<file path="src/rtl/pvar_pkg.sv">
// Shared definitions for the pvar swap pipeline: phase encoding and a helper
// that sizes the occupancy counter for a given depth.
package pvar_pkg;

    typedef enum logic [1:0] {
        EMPTY = 2'd0,
        FILL  = 2'd1,
        FULL  = 2'd2
    } phase_e;

    localparam logic [1:0] PH_EMPTY = 2'(EMPTY);
    localparam logic [1:0] PH_FILL  = 2'(FILL);
    localparam logic [1:0] PH_FULL  = 2'(FULL);

    // Bits needed to hold an occupancy value from 0 up to and including depth.
    function automatic int count_width(input int depth);
        return $clog2(depth + 1);
    endfunction

endpackage

</file>
<file path="src/rtl/pvar_swap_slot.sv">
// Front pair of the swap pipeline: slot 0 (newest) and slot 1. When swap is
// set on an enabled cycle, the incoming sample lands in slot 1 and slot 0
// keeps its value, so the two newest samples leave the pipe in reversed order.
module pvar_swap_slot
    import pvar_pkg::*;
#(
    parameter int             W       = 8,
    parameter logic [W-1:0]   RST_VAL = '0
) (
    input  logic         clk,
    input  logic         rst,
    input  logic         en,
    input  logic         swap,
    input  logic [W-1:0] din,
    output logic [W-1:0] q0,
    output logic [W-1:0] q1
);

    // Load the newest pair, exchanging positions when a swap is requested.
    always_ff @(posedge clk or negedge rst) begin
        if (!rst) begin
            q0 <= RST_VAL;
            q1 <= RST_VAL;
        end else if (en) begin
            q1 <= swap ? din : q0;
            q0 <= swap ? q0  : din;
        end
    end

endmodule

</file>
<file path="src/rtl/pvar_swap_pipe.sv">
// D-deep, W-bit reorder/delay pipeline with a swap control on the newest pair
// and a fill-phase tracker. Once full, each accept evicts the oldest sample
// as a registered one-cycle pulse.
// Optional build macro PVAR_STATUS_EN adds the count output (__out3) and a
// sticky drop flag (__out4) that records any valid sample refused by hold.
module pvar_swap_pipe
    import pvar_pkg::*;
#(
    parameter int           W       = 8,
    parameter int           D       = 4,
    parameter logic [W-1:0] RST_VAL = '0
) (
    input  logic                     clk,
    input  logic                     rst,
    input  logic [W-1:0]             __in0,
    input  logic                     __in1,
    input  logic                     __in2,
    input  logic                     __in3,
    output logic [W-1:0]             __out0,
    output logic                     __out1,
    output logic [1:0]               __out2
`ifdef PVAR_STATUS_EN
    ,
    output logic [$clog2(D+1)-1:0]   __out3,
    output logic                     __out4
`endif
);

    localparam int CW = count_width(D);

    logic          accept;
    logic          swap_eff;
    logic          full;
    logic [CW-1:0] count;
    logic [1:0]    phase;
    logic [W-1:0]  slot0;
    logic [W-1:0]  slot1;
    logic [W-1:0]  oldest;

    assign accept   = __in1 & ~__in3;
    assign full     = (count == CW'(D));
    // An empty pipe has nothing valid in slot 0 to exchange with.
    assign swap_eff = __in2 & (count != '0);

    pvar_swap_slot #(
        .W       (W),
        .RST_VAL (RST_VAL)
    ) u_slot (
        .clk  (clk),
        .rst  (rst),
        .en   (accept),
        .swap (swap_eff),
        .din  (__in0),
        .q0   (slot0),
        .q1   (slot1)
    );

    generate
        if (D > 2) begin : g_tail
            logic [W-1:0] tail [2:D-1];

            // Plain delay slots behind the swap pair, shifted on every accept.
            always_ff @(posedge clk or negedge rst) begin
                if (!rst) begin
                    for (int k = 2; k < D; k++) tail[k] <= RST_VAL;
                end else if (accept) begin
                    tail[2] <= slot1;
                    for (int k = 3; k < D; k++) tail[k] <= tail[k-1];
                end
            end

            assign oldest = tail[D-1];
        end else begin : g_no_tail
            assign oldest = slot1;
        end
    endgenerate

    // Saturating occupancy counter; it never wraps and has no drain path.
    always_ff @(posedge clk or negedge rst) begin
        if (!rst) begin
            count <= '0;
        end else if (accept && !full) begin
            count <= count + CW'(1);
        end
    end

    // Evict the pre-shift oldest sample when accepting into a full pipe.
    always_ff @(posedge clk or negedge rst) begin
        if (!rst) begin
            __out0 <= RST_VAL;
            __out1 <= 1'b0;
        end else begin
            __out1 <= accept & full;
            if (accept && full) begin
                __out0 <= oldest;
            end
        end
    end

    // Fill-phase tracker, advanced only on accepted samples.
    always_ff @(posedge clk or negedge rst) begin
        if (!rst) begin
            phase <= PH_EMPTY;
        end else if (accept) begin
            case (phase)
                PH_EMPTY: phase <= PH_FILL;
                PH_FILL:  if (count == CW'(D - 1)) phase <= PH_FULL;
                default:  phase <= phase;
            endcase
        end
    end

    assign __out2 = phase;

`ifdef PVAR_STATUS_EN
    logic drop;

    // Remember any cycle where a valid sample was refused because of hold.
    always_ff @(posedge clk or negedge rst) begin
        if (!rst) begin
            drop <= 1'b0;
        end else if (__in1 && __in3) begin
            drop <= 1'b1;
        end
    end

    assign __out3 = count;
    assign __out4 = drop;
`endif

endmodule

</file>
<file path="config.mk">
export PLATFORM = sky130hd
export DESIGN_NAME = pvar_swap_pipe
export DESIGN_NICKNAME = d
export VERILOG_FILES = /design/src/rtl/pvar_pkg.sv /design/src/rtl/pvar_swap_slot.sv /design/src/rtl/pvar_swap_pipe.sv
export SDC_FILE = /design/constraint.sdc
export NUM_CORES = 1
export LEC_CHECK = 0
export ABC_AREA = 1
export CELL_PAD_IN_SITES_DETAIL_PLACEMENT = 0
export CELL_PAD_IN_SITES_GLOBAL_PLACEMENT = 2
export CORE_MARGIN = 3
export CORE_UTILIZATION = 31
export DETAILED_ROUTE_END_ITERATION = 8
export PLACE_DENSITY = 0.8
export SYNTH_ARGS = -nofsm -noshare
export SYNTH_HDL_FRONTEND = slang
export SYNTH_SLANG_ARGS = --single-unit
</file>
<file path="constraint.sdc">
create_clock -name clk -period 1.3 [get_ports clk]
set_input_delay 0.13 -clock clk [delete_from_list [all_inputs] [get_ports clk]]
set_output_delay 0.13 -clock clk [all_outputs]
set_load 0.03 [all_outputs]
</file>
==> impl_metrics.toml <==
[timing]
period_share_pct = 93.4
fin_worst_skew_ps = 7.96
drv_slew = 0
rsz0062_at_grt = "no"
setup_violations = 0
final_hold_viol_count = 0
tightest_slew_ps = 415
setup_ws_ps = 86.3
period_minus_slack_ps = 1210
tns_ps = 0
holdWs_ps = 291
fmaxAchievable_mhz = 824
slew_headroom_pct = 72.4

[pwr]
p_leak_nw = 1.30
p_per_area_nw_per_um2 = 1650
peakVddDrop_uv = 768
total_power_mw = 4.15

[floorplan]
io_pins = 24
initial_core_util_pct = 33.0
die_h_um = 86.5
rows = 28
core_um2 = 6100
fp.dieArea_um2 = 7480
die_w_um = 86.5

[clock_network]
clkLatencyLatePin_ps = 300
path_clk_slew_ps = 90
cts-root-buf = "clkbuf_8"
max-clock-path-buffers = 2
cts_buffers = 5
htreeDepth = 2
cts_tree = "done"
cts_sinks = 46

[worst_hold_path]
hold_class = "input port to asynchronous set/reset pin"

[yosys]
yosys_warnings = 0
synthTopCellsByCount = "nand2_1 (76), dfrtp_1 (46), inv_1 (30), o21ai_0 (17), nand3_1 (16)"
ys_ff_latch = 46
synth_top_area_cell = "dfrtp_1"
synth_area_leaders = "dfrtp_1 (57%), nand2_1 (14%), inv_1 (5.6%)"
ys_async_sr_fraction_pct = 100
synth_nets = 232
synth_edf_count = 0
synthFlopType = "dfrtp_1"
yosys.area.top_type_share_pct = 57.3
syn_area_um2 = 2010
synth_cell_types = 21
syn_avg_cell_area_um2 = 9.30
yosysSeqAreaShare_pct = 57.3
syn_inst = 216
synth_most_common_cell = "nand2_1"

[placement]
portBuffers = 23
gp_congestion = 0.711
place_area_um2 = 2400
dp_hpwl_um = 2390
dpl.cell_count = 315
dp_slack_ps = -71.7

[routing]
vias = 1396
dr.pass1.iters = 4
antenna_left = 0
vias_per_cell = 4.28
drc = 0
drt-total-wl_um = 3520
wire_per_inst_um = 10.8
initialDrtViolationCount = 118

[final_layout]
instances_no_fill = 326
post-route-util_pct = 41.2
drive_gt1_share_pct = 15.1
fill_cells = 640
diodes = 0
synthToLayoutAreaGrowth_pct = 25.1
stdcell_area_um2 = 2510
nNetsFinal = 266

[critical_path]
path_class = "flip-flop to primary output"
crit_arrival_ps = 1080
crit_fanout = 3
slowest_stage = "dlygate4sd2_1"
worstPathRequired_ps = 1170
timing.critical_path.from_type = "flip-flop"
crit_buf_inv = 1
cpPeakStageDelay_ps = 410
end_kind = "primary output"
cpLargestDelayFamily = "buffers and inverters"
crit_path_cell_trace = "dlygate4sd2_1"

[run_status]
status = "completed"

[global_routing]
grt_pass1_wl_um = 6420
grt_pass1_vias = 1350
grt_overflow = 0
grt_max_degree = 30
antenna_found_initial = 0
grtUsageTotal_pct = 10.9

[run]
maxCapViolCount = 0
==> metal layers <==
layer | track usage, % | up-vias | part of all wire [%]
met5 | 0 | - | 0
met4 | 5.10 | 0 | 1.6
met3 | 2.57 | 6 | 4.6
met2 | 16.2 | 32 | 42
met1 | 15.0 | 623 | 51
li1 | - | 735 | -
==> power breakdown <==
part,total [mW],internal (mW),switching [mW]
registers,2.02,1.82,0.200
logic,1.26,0.513,0.749
clock network,0.872,0.378,0.494
total,4.15,2.71,1.44
==> timing repair <==
item / 4_1_cts / 5_1_grt
hold endpoints to repair: 17 / 0
hold buffers: 1 / 0
setup buffers: 0 / 1
setup endpoints to repair: 19 / 21
gates resized for setup: 12 / 2
pin swaps: 0 / 1
gates cloned: 0 / 1
==> state kept, by name, indices dropped and copies added (netlist names) <==
name,count
u_slot.q1,8
__out0,8
u_slot.q0,8
count,3
__out1,1
oldest,8
g_tail.tail,8
__out2,2
==> logic make-up (layout without fill, tap and decap cells) <==
kind of cell	count (synthesis)	in the layout	share of synthesized area [%]
and+or+nand+nor	101	102	23.7
DFF	46	46	57.3
buffers and inverters	38	72	8.34
AOI/OAI and AO/OA	27	27	8.34
adders and majority gates	3	3	1.87
xor gates and xnor gates	1	1	0.436
==> area by class of cell <==
class	instances	area [um^2]	share of cell area (%)
clock buffer	5	68.8	2.74
tap	75	93.8	3.73
multi-input combinational	133	714	28.4
timing repair buffer	32	344	13.7
sequential	46	1150	45.8
clock inverter	3	21.3	0.846
inverter	32	120	4.78
==> path summary, 6_finish.rpt <==
kind / from / end / slack (ps) / depth (start not counted)
max: __out2[1] / __out2[1] / 90 / 1
min: rst / oldest[1] / 290 / 2
max reg2reg: count[0] / u_slot.q1[5] / 90 / 7
min reg2reg: oldest[3] / __out0[3] / 470 / 2
max in group asynchronous: rst / u_slot.q1[5] / 510 / 3
min in group clk: __in0[1] / u_slot.q0[1] / 400 / 3
==> layout by cell type (no fill, tap or decap), types with 2 or more instances in the layout <==
| cell | instances |
|---|---|
| clkbuf_8 | 5 |
| inv_1 | 28 |
| buf_4 | 3 |
| buf_12 | 5 |
| o21ai_0 | 17 |
| ha_1 | 2 |
| nand2_1 | 76 |
| nand2_8 | 2 |
| nand2_2 | 2 |
| o21ai_2 | 8 |
| clkdlybuf4s50_1 | 11 |
| dlygate4sd2_1 | 11 |
| inv_2 | 4 |
| nand2_4 | 2 |
| dfrtp_1 | 46 |
| nand3_1 | 16 |
Note: power is estimated with default switching activity, not from simulation.
